--- config.mk ---
export PLATFORM = sky130hd
export DESIGN_NAME = morse_symbol_controller
export DESIGN_NICKNAME = d
export VERILOG_FILES = /design/src/rtl/morse_symbol_controller.sv
export SDC_FILE = /design/constraint.sdc
export NUM_CORES = 1
export LEC_CHECK = 0
export BUFFER_PORTS_ARGS = -buffer_cell sky130_fd_sc_hd__buf_2
export CAP_MARGIN = 0
export CORE_AREA = 10 10 73 56
export DETAILED_ROUTE_END_ITERATION = 10
export DIE_AREA = 0 0 83 66
export GPL_TIMING_DRIVEN = 1
export PLACE_DENSITY = 0.77
export SLEW_MARGIN = 25
export SYNTH_ARGS = -nofsm -noshare
export SYNTH_HDL_FRONTEND = slang
export SYNTH_SLANG_ARGS = --single-unit
--- constraint.sdc ---
create_clock -name clock -period 2.23 [get_ports clock]
set_clock_uncertainty 0.1 [all_clocks]
set_input_delay 0.446 -clock clock [delete_from_list [all_inputs] [get_ports clock]]
set_output_delay 0.446 -clock clock [all_outputs]
set_load 0.02 [all_outputs]
--- src/rtl/morse_symbol_controller.sv ---
// Morse symbol controller: groups dot/line strobes into characters
// of up to four symbols, ended by a quiet gap, with a ready/valid output.
module morse_symbol_controller #(
    parameter int GAP_CYCLES  = 8,
    parameter int MAX_SYMBOLS = 4
) (
    input  logic       clock,
    input  logic       reset,
    input  logic       ld_dot,
    input  logic       ld_line,
    input  logic       char_ready,
    output logic       char_valid,
    output logic [3:0] char_pattern,
    output logic [2:0] char_length,
    output logic       busy,
    output logic       err_pulse
);

    typedef enum logic [1:0] {
        S_IDLE,
        S_COLLECT,
        S_DISCARD,
        S_OUTPUT
    } state_t;

    localparam logic [7:0] GAP_END  = 8'(GAP_CYCLES - 2);
    localparam logic [7:0] GAP_LAST = 8'(GAP_CYCLES - 1);
    localparam logic [2:0] LEN_MAX  = 3'(MAX_SYMBOLS);

    state_t     state_q;
    logic [7:0] gap_q;
    logic [7:0] gap_d;
    logic [3:0] pat_q;
    logic [2:0] len_q;
    logic [3:0] cp_q;
    logic [2:0] cl_q;
    logic       valid_q;
    logic       busy_q;
    logic       err_q;

    logic sym;
    logic conflict;
    logic strobe;

    assign sym      = ld_dot ^ ld_line;
    assign conflict = ld_dot & ld_line;
    assign strobe   = ld_dot | ld_line;
    assign gap_d    = (gap_q == 8'hFF) ? gap_q : gap_q + 8'd1;

    always_ff @(posedge clock) begin
        if (reset) begin
            state_q <= S_IDLE;
            gap_q   <= '0;
            pat_q   <= '0;
            len_q   <= '0;
            cp_q    <= '0;
            cl_q    <= '0;
            valid_q <= 1'b0;
            busy_q  <= 1'b0;
            err_q   <= 1'b0;
        end else begin
            err_q <= 1'b0;
            unique case (state_q)
                S_IDLE: begin
                    if (sym) begin
                        pat_q   <= {3'b000, ld_line};
                        len_q   <= 3'd1;
                        gap_q   <= '0;
                        state_q <= S_COLLECT;
                        busy_q  <= 1'b1;
                    end else if (conflict) begin
                        err_q   <= 1'b1;
                        gap_q   <= '0;
                        state_q <= S_DISCARD;
                        busy_q  <= 1'b1;
                    end
                end
                S_COLLECT: begin
                    if (conflict || (sym && len_q == LEN_MAX)) begin
                        err_q   <= 1'b1;
                        pat_q   <= '0;
                        len_q   <= '0;
                        gap_q   <= '0;
                        state_q <= S_DISCARD;
                    end else if (sym) begin
                        pat_q[len_q[1:0]] <= ld_line;
                        len_q <= len_q + 3'd1;
                        gap_q <= '0;
                    end else begin
                        gap_q <= gap_d;
                        // Registered valid lands exactly GAP_CYCLES after the last strobe
                        if (gap_q == GAP_END) begin
                            state_q <= S_OUTPUT;
                            valid_q <= 1'b1;
                            cp_q    <= pat_q;
                            cl_q    <= len_q;
                        end
                    end
                end
                S_DISCARD: begin
                    if (strobe) begin
                        gap_q <= '0;
                    end else if (gap_q == GAP_LAST) begin
                        gap_q   <= '0;
                        state_q <= S_IDLE;
                        busy_q  <= 1'b0;
                    end else begin
                        gap_q <= gap_d;
                    end
                end
                S_OUTPUT: begin
                    if (strobe) begin
                        err_q <= 1'b1;
                    end
                    if (char_ready) begin
                        state_q <= S_IDLE;
                        valid_q <= 1'b0;
                        busy_q  <= 1'b0;
                        cp_q    <= '0;
                        cl_q    <= '0;
                        pat_q   <= '0;
                        len_q   <= '0;
                        gap_q   <= '0;
                    end
                end
                default: begin
                    state_q <= S_IDLE;
                    busy_q  <= 1'b0;
                end
            endcase
        end
    end

    assign char_valid   = valid_q;
    assign char_pattern = cp_q;
    assign char_length  = cl_q;
    assign busy         = busy_q;
    assign err_pulse    = err_q;

endmodule

==> Word-level counts from Yosys, hierarchy flattened <==
Cells that the tools add are included.
{ "classes": {"add_sub_neg": 2, "order_cmp": 2, "eq_ne": 18, "n_mux": 54, "n_bitwise": 3, "reduce_logical": 12} }
{ "ops": {"columns": ["op", "n"], "rows": [
  ["$mux 8", 8],
  ["$pmux 8 s4", 1],
  ["$mux 4", 7],
  ["$mux 3", 7],
  ["$eq 8x3->1 const B", 2],
  ["$mux 2", 8],
  ["$ne 2x2->1 const B", 7],
  ["$mux 1", 13],
  ["$ne 3x3->1 const B", 4],
  ["$pmux 4 s3", 1],
  ["$reduce_and 5->1", 2],
  ["$pmux 3 s3", 1],
  ["$add 8x1->8 const B", 1],
  ["$eq 8x8->1 const B", 1],
  ["$pmux 2 s4", 1],
  ["$pmux 4 s2", 1],
  ["$pmux 1 s3", 2],
  ["$pmux 3 s2", 1],
  ["$reduce_and 6->1", 1],
  ["$reduce_bool 3->1", 2],
  ["$bwmux 4", 1],
  ["$eq 2x2->1 const B", 2],
  ["$reduce_and 4->1", 1],
  ["$add 3x1->3 const B", 1],
  ["14 further kinds", 15]
]} }
{ "word_totals": {"reg_bits": 27, "output_inout_bits": 10, "elab_cells": 100} }

==> Logic depth before layout (Yosys ltp) <==
Gate-level depths: netlist (run 1).
{ "depth": {"ltp_word": 8, "mapped_depth": 8} }

==> Worst setup path before layout (run 1) <==
Ideal clock, no wire load.
{ "synth_path": {"path_kind": "input to register", "from": "input ld_dot", "to": "register valid_q (netlist: char_valid)", "arrival_time_ps": 1876, "t_required_ps": 2039, "slack_ps": 163, "stages": 8, "cell_sequence": "inv_1 > ha_1 > clkbuf_1 > nor4b_2 > nand3_1 > a21o_1 > nor2b_1 > a311oi_1"} }
{ "synth_via": {"elab_chain_cells": 5} }
{ "synth_lines": {"columns": ["element", "line", "source"], "rows": [
  ["start: declaration", "9", "input logic ld_dot,"],
  ["$xor 1x1->1", "45", "assign sym = ld_dot ^ ld_line;"],
  ["$logic_and 1x1->1", "79", "if (conflict || (sym && len_q == LEN_MAX)) begin"],
  ["$logic_or 1x1->1", "79", null],
  ["$ne 2x2->1 (no line)", null, null],
  ["$reduce_and 5->1 (no line) (*)", null, null],
  ["end signal: assignment", "58", "valid_q <= 1'b0;"],
  ["end signal: assignment", "94", "valid_q <= 1'b1;"],
  ["end signal: assignment", "117", "valid_q <= 1'b0;"],
  ["end: declaration", "37", "logic valid_q;"]
]} }
Mark *: on every way between the ends. The rest lies on a longest branch, timed or not.
A chain may end at the register's enable or synchronous reset.

==> Worst setup path after layout (run 1) <==
{ "layout_path": {"from": "register state_q[0]", "to": "register state_q[1]"} }
{ "layout_via": {"elab_chain_cells": 3} }
{ "layout_lines": {"columns": ["element", "line", "source"], "rows": [
  ["start: declaration", "30", "state_t state_q;"],
  ["start signal: assignment", "52", "state_q <= S_IDLE;"],
  ["start signal: assignment", "69", "state_q <= S_COLLECT;"],
  ["start signal: assignment", "74", "state_q <= S_DISCARD;"],
  ["$eq 2x1->1, or another cell as far along", "63", "unique case (state_q)"],
  ["$ne 3x3->1 (no line) or $ne 2x2->1 (tied branches)", null, null],
  ["$reduce_and 6->1 (no line)", null, null]
]} }
Several ways; a longest one is shown, not always the timed one.

==> metrics.txt, run 1 <==
Placer Congestion=0.873; worst-path fanout max=8; worst vdd rail ir drop=687 µV; Async SR Flop Fraction=0%; row count=16; RSZ-0062 raised after global routing=no; critical path data arrival time=2.15 ns; Core Area=2720 µm²; f_max=483 MHz; Worst R2R Path Depth=7; Yosys top cell area share=35.4%; die width=83 µm; Yosys top cell by area=dfxtp_1; total detailed-routing wirelength=3630 µm; Max-slew headroom=71.9%; Clock Pin Slew Worst Setup and Hold Paths=0.09 ns; DP Wirelength=2710 µm; Net Count, Synth=195; Post-route DRC=0; ANT cells=0; H-Tree Depth=1; Final period util=92.8%; layout cells sized above 1=17.0%; CTS buffer count=3; antenna violation net count after detailed routing=0; Cells after DPL=226; final hold vios=0; CTS tree=yes; delay of the slowest cell on the worst path=0.39 ns; Hold Path Cell Cnt=2; Vias/cell=5.95; Vias=1368; crit path time final=2.07 ns; Worst Path Required=2.31 ns; Post-synth EDFFs=0; post-synthesis cell type count=48; YS warnings=0; Worst Setup Start Kind=flop; I/O Buffers=14; CTS Root Cell=clkbuf_8; max-cap viol count=0; drt pass-1 iters=4; Crit Path Class=flop to flop; synthesized area=1530 µm²; Avg Cell Area, Syn=8.68 µm²; Total Routing Usage GR=13.2%; measured slew at the worst slew-check pin=0.420 ns; Synth-to-Final Area Change=11.7%; Final nets=214; Slew Limit Fails=0; DIE AREA=5480 µm²; Setup crit end kind=flop; fin area=1710 µm²; Setup TNS=0 ns; PD cells=846 nW/µm²; io pins=15; GRT overflow=0; number of setup violations in the final report=0; worst min path class=primary input to flop; Seq. cell area=542 µm²; Max stage delay cell, worst path=dfxtp_1; first-pass GRT wire length=6180 µm; leak pwr=0.696 nW; ys flop type=dfxtp_1; Seq/Total Area, Yosys=35.4%; initial DRC count=126; cell count after synthesis=176; clock latency on the worst-skew pair=0.27 ns; placed cell area=1650 µm²; Multi-input gate area=932 µm²; #FFs+latches synth=27; post-CTS setup-driven buffer insertion count=0; Tot Pwr=1.44 mW; Synth area leaders=dfxtp_1 (35%), ha_1 (11%), nor2_1 (6.6%); Post-CTS Resized=0; clock sinks=27; pre-CTS WS=0.0645 ns; Clock Path Buffers=2; Die H=66 µm; pin count of the biggest net entering global routing=20; Final Non-Filler Cells=230; average routed wire per standard cell=15.8 µm; worst path cell trace=inv_1, ha_2, and2_1, or2_2, o32ai_4, a21oi_1, a311oi_2; vias in the first global route=1297; Post-CTS Hold Buffers=0; status=finished, final reports clean; Setup WS post-layout=0.161 ns; Initial Util=56.1%; initial antenna violation count=0; fill cell count=247
==> sequential cells by signal (all words and copies together), names as in the netlist <==
name,flops
state_q,2
gap_q,8
char_valid,1
busy,1
len_q,3
err_pulse,1
char_pattern,4
pat_q,4
char_length,3
==> report_power, final <==
part | internal, mW | switching, mW
Sequential | 0.536 | 0.0544
Combinational | 0.227 | 0.349
Clock | 0.125 | 0.151
==> synthesized netlist by cell type, drive strengths merged (2+ instances only) <==
master / n
a211oi: 4
a21o: 2
a21oi: 7
a22oi: 7
a311oi: 4
and2: 2
and3: 3
buf: 2
clkbuf: 2
dfxtp: 27
ha: 14
inv: 11
mux2i: 3
nand2: 12
nand3: 6
nand4: 4
nor2: 27
nor2b: 3
nor3: 4
nor4b: 2
o21ai: 7
xor2: 2
==> worst max-delay path: cells and delay by family, from the launching register on <==
family                     cells  cell delay (ns)
AOI/OAI and AO/OA              3             0.58
DFF                            1             0.39
and+or+nand+nor                2             0.55
adders and majority gates      1             0.25
buffers and inverters          1             0.10
==> per-layer routing <==
metal	track usage, %	share of wire (%)	wire length [µm]	vias to the layer above
li1	-	-	-	671
met1	18.0	48	1740	631
met2	20.2	44	1590	64
met3	3.33	7.8	283	2
met4	3.39	0.50	18	0
met5	0	0	0	-
==> cell type report <==
class	instances	share of cell area (%)
well taps	36	2.64
multi-input cells	134	54.6
clock buffers	3	2.42
inverters	11	2.42
clock inverters	1	0.293
flip-flops and latches	27	31.7
repair buffers	18	5.87
==> cell families after synthesis <==
group / count (synthesis) / synth area share (%)
buffers and inverters: 15 / 4.18
xor gates and xnor gates: 3 / 1.72
adders and majority gates: 14 / 11.5
DFF: 27 / 35.4
and+or+nand+nor: 72 / 24.4
AOI/OAI and AO/OA: 41 / 20.1
muxes: 4 / 2.70
==> path summary, 6_finish.rpt <==
path / endpoint / slack (ns) / startpoint
hold reg to reg: pat_q[1] / 0.41 / pat_q[1]
setup / recovery: state_q[1] / 0.16 / state_q[0]
setup reg to reg: state_q[1] / 0.16 / state_q[0]
hold / removal: char_valid / 0.33 / char_ready
==> per-stage QoR <==
step / hold WS (ns) / util (%)
2_1_floorplan: 0.349 / -
6_report: 0.333 / 62.7
5_1_grt: 0.322 / 62.7
3_5_place_dp: 0.392 / 60.6
3_3_place_gp: 0.376 / 60.6
4_1_cts: 0.332 / 62.3
==> placed cells by master, fill, tap and decap left out, types with 2 or more instances in the layout <==
master     n
o21ai_0    6
nor2b_1    2
dfxtp_1   26
mux2i_1    3
nand4_1    4
clkbuf_8   3
a21oi_1    7
and3_1     3
nand3_1    6
buf_4      4
a211oi_1   3
buf_2     14
xor2_1     2
and2_1     2
a22oi_1    7
inv_1     11
ha_1      13
nor3_1     4
a21o_1     2
nor2_1    27
a311oi_1   3
nand2_1   12
No activity file was read; power rests on OpenSTA's default activity.
==> run 2, diff against run 1 <==
Settings changed: RECOVER_POWER from default to 25.
==> run 2 against run 1 <==
Compared with the run above:
- clock-buffer cell count did not move
- die area unchanged
- hold slack got worse by 0.00058 ns
- non-clock buffer count unchanged
- largest cell class unchanged
==> metrics.txt, run 2 (synthesized netlist as in run 1, its figures left out) <==
status=finished, final reports clean; Max stage delay cell, worst path=dfxtp_1; Crit Path Class=flop to flop; GRT overflow=0; max reg flops=8; measured slew at the worst slew-check pin=0.421 ns; I/O Buffers=14; Vias=1358; H-Tree Depth=1; Final nets=214; number of setup violations in the final report=0; leak pwr=0.657 nW; final hold vios=0; average routed wire per standard cell=15.8 µm; worst min path class=primary input to flop; f_max=484 MHz; most frequent cells in the layout=nor2_1 (27), dfxtp_1 (26), ha_1 (13); max-cap viol count=0; initial DRC count=140; ANT cells=0; Clock Path Buffers=2; fill cell count=253; Die H=66 µm; drt pass-1 iters=4; Max-slew headroom=71.8%; worst vdd rail ir drop=686 µV; pin count of the biggest net entering global routing=20; Worst Setup Start Kind=flop; initial antenna violation count=0; delay of the slowest cell on the worst path=0.39 ns; vias in the first global route=1297; post-CTS setup-driven buffer insertion count=0; antenna violation net count after detailed routing=0; Placer Congestion=0.873; die width=83 µm; Setup crit end kind=flop; DIE AREA=5480 µm²; row count=16; most common cell after layout, fill and taps aside=nor2_1; Core Area=2720 µm²; worst-path fanout max=8; CTS tree=yes; DP Wirelength=2710 µm; CTS buffer count=3; critical path data arrival time=2.15 ns; io pins=15; Post-route DRC=0; Final period util=92.7%; clock latency on the worst-skew pair=0.27 ns; clock sinks=27; final core occ=62.3%; CTS Root Cell=clkbuf_8; Worst Path Required=2.31 ns; RSZ-0062 raised after global routing=no; Biggest register=gap_q; Setup TNS=0 ns; total detailed-routing wirelength=3630 µm; Clock Pin Slew Worst Setup and Hold Paths=0.09 ns; worst path cell trace=inv_1, ha_2, and2_1, or2_2, o32ai_4, a21oi_1, a311oi_2; Initial Util=56.1%; Vias/cell=5.90; Synth-to-Final Area Change=11.0%; Total Routing Usage GR=13.2%; Tot Pwr=1.44 mW; layout cells sized above 1=12.4%; PD cells=851 nW/µm²; crit path time final=2.07 ns; first-pass GRT wire length=6180 µm; Slew Limit Fails=0
[run 2: layer usage]
layer  global-route usage (%)  part of all wire [%]  up-vias
li1                         -                     -      669
met1                     18.0                    49      618
met2                     20.2                    42       69
met3                     3.33                   7.9        2
met4                     3.39                  0.50        0
met5                        0                     0        -
[run 2: what timing repair did]
item                       in CTS  in global routing
setup endpoints to repair       0                  1
hold buffers                    0                  0
gates resized for setup         0                  3
[run 2: critical path: cells and delay by family (launching register included)]
kind / cells / cell delay (ns)
AO/OA/AOI/OAI: 3 / 0.58
adder cells (fa/ha/maj): 1 / 0.25
buffers and inverters: 1 / 0.10
flip-flops: 1 / 0.39
AND/OR/NAND/NOR: 2 / 0.55
[run 2: power by group]
part / leakage, nW / internal, mW / switching, mW
registers: 0.219 / 0.536 / 0.0545
logic: 0.412 / 0.225 / 0.350
clock network: 0.0255 / 0.125 / 0.152
total: 0.657 / 0.886 / 0.556
[run 2: cell type report]
type | count | area, µm² | area share, %
Sequential cell | 27 | 542 | 32.0
Clock buffer | 3 | 41.3 | 2.44
Multi-Input combinational cell | 134 | 932 | 55.0
Clock inverter | 1 | 5.00 | 0.295
Inverter | 11 | 41.3 | 2.44
Tap cell | 36 | 45.0 | 2.66
Timing Repair Buffer | 18 | 88.8 | 5.24
[run 2: final timing paths]
check                  start          to  slack, ns  cells past startpoint
hold reg to reg     pat_q[1]    pat_q[1]       0.41                      2
hold / removal    char_ready  char_valid       0.33                      2
setup / recovery  state_q[0]  state_q[1]       0.16                      7
setup reg to reg  state_q[0]  state_q[1]       0.16                      7
[run 2: stage by stage]
step | area, µm² | std cells | hold slack, ns | setup WS, ns
floorplan | 1530 | 176 | 0.349 | 0.163
global route | 1700 | 230 | 0.322 | 0.0694
detailed placement | 1650 | 226 | 0.392 | 0.0645
global placement | 1650 | 226 | 0.376 | 0.142
finish | 1700 | 230 | 0.333 | 0.163
CTS | 1700 | 230 | 0.332 | 0.123
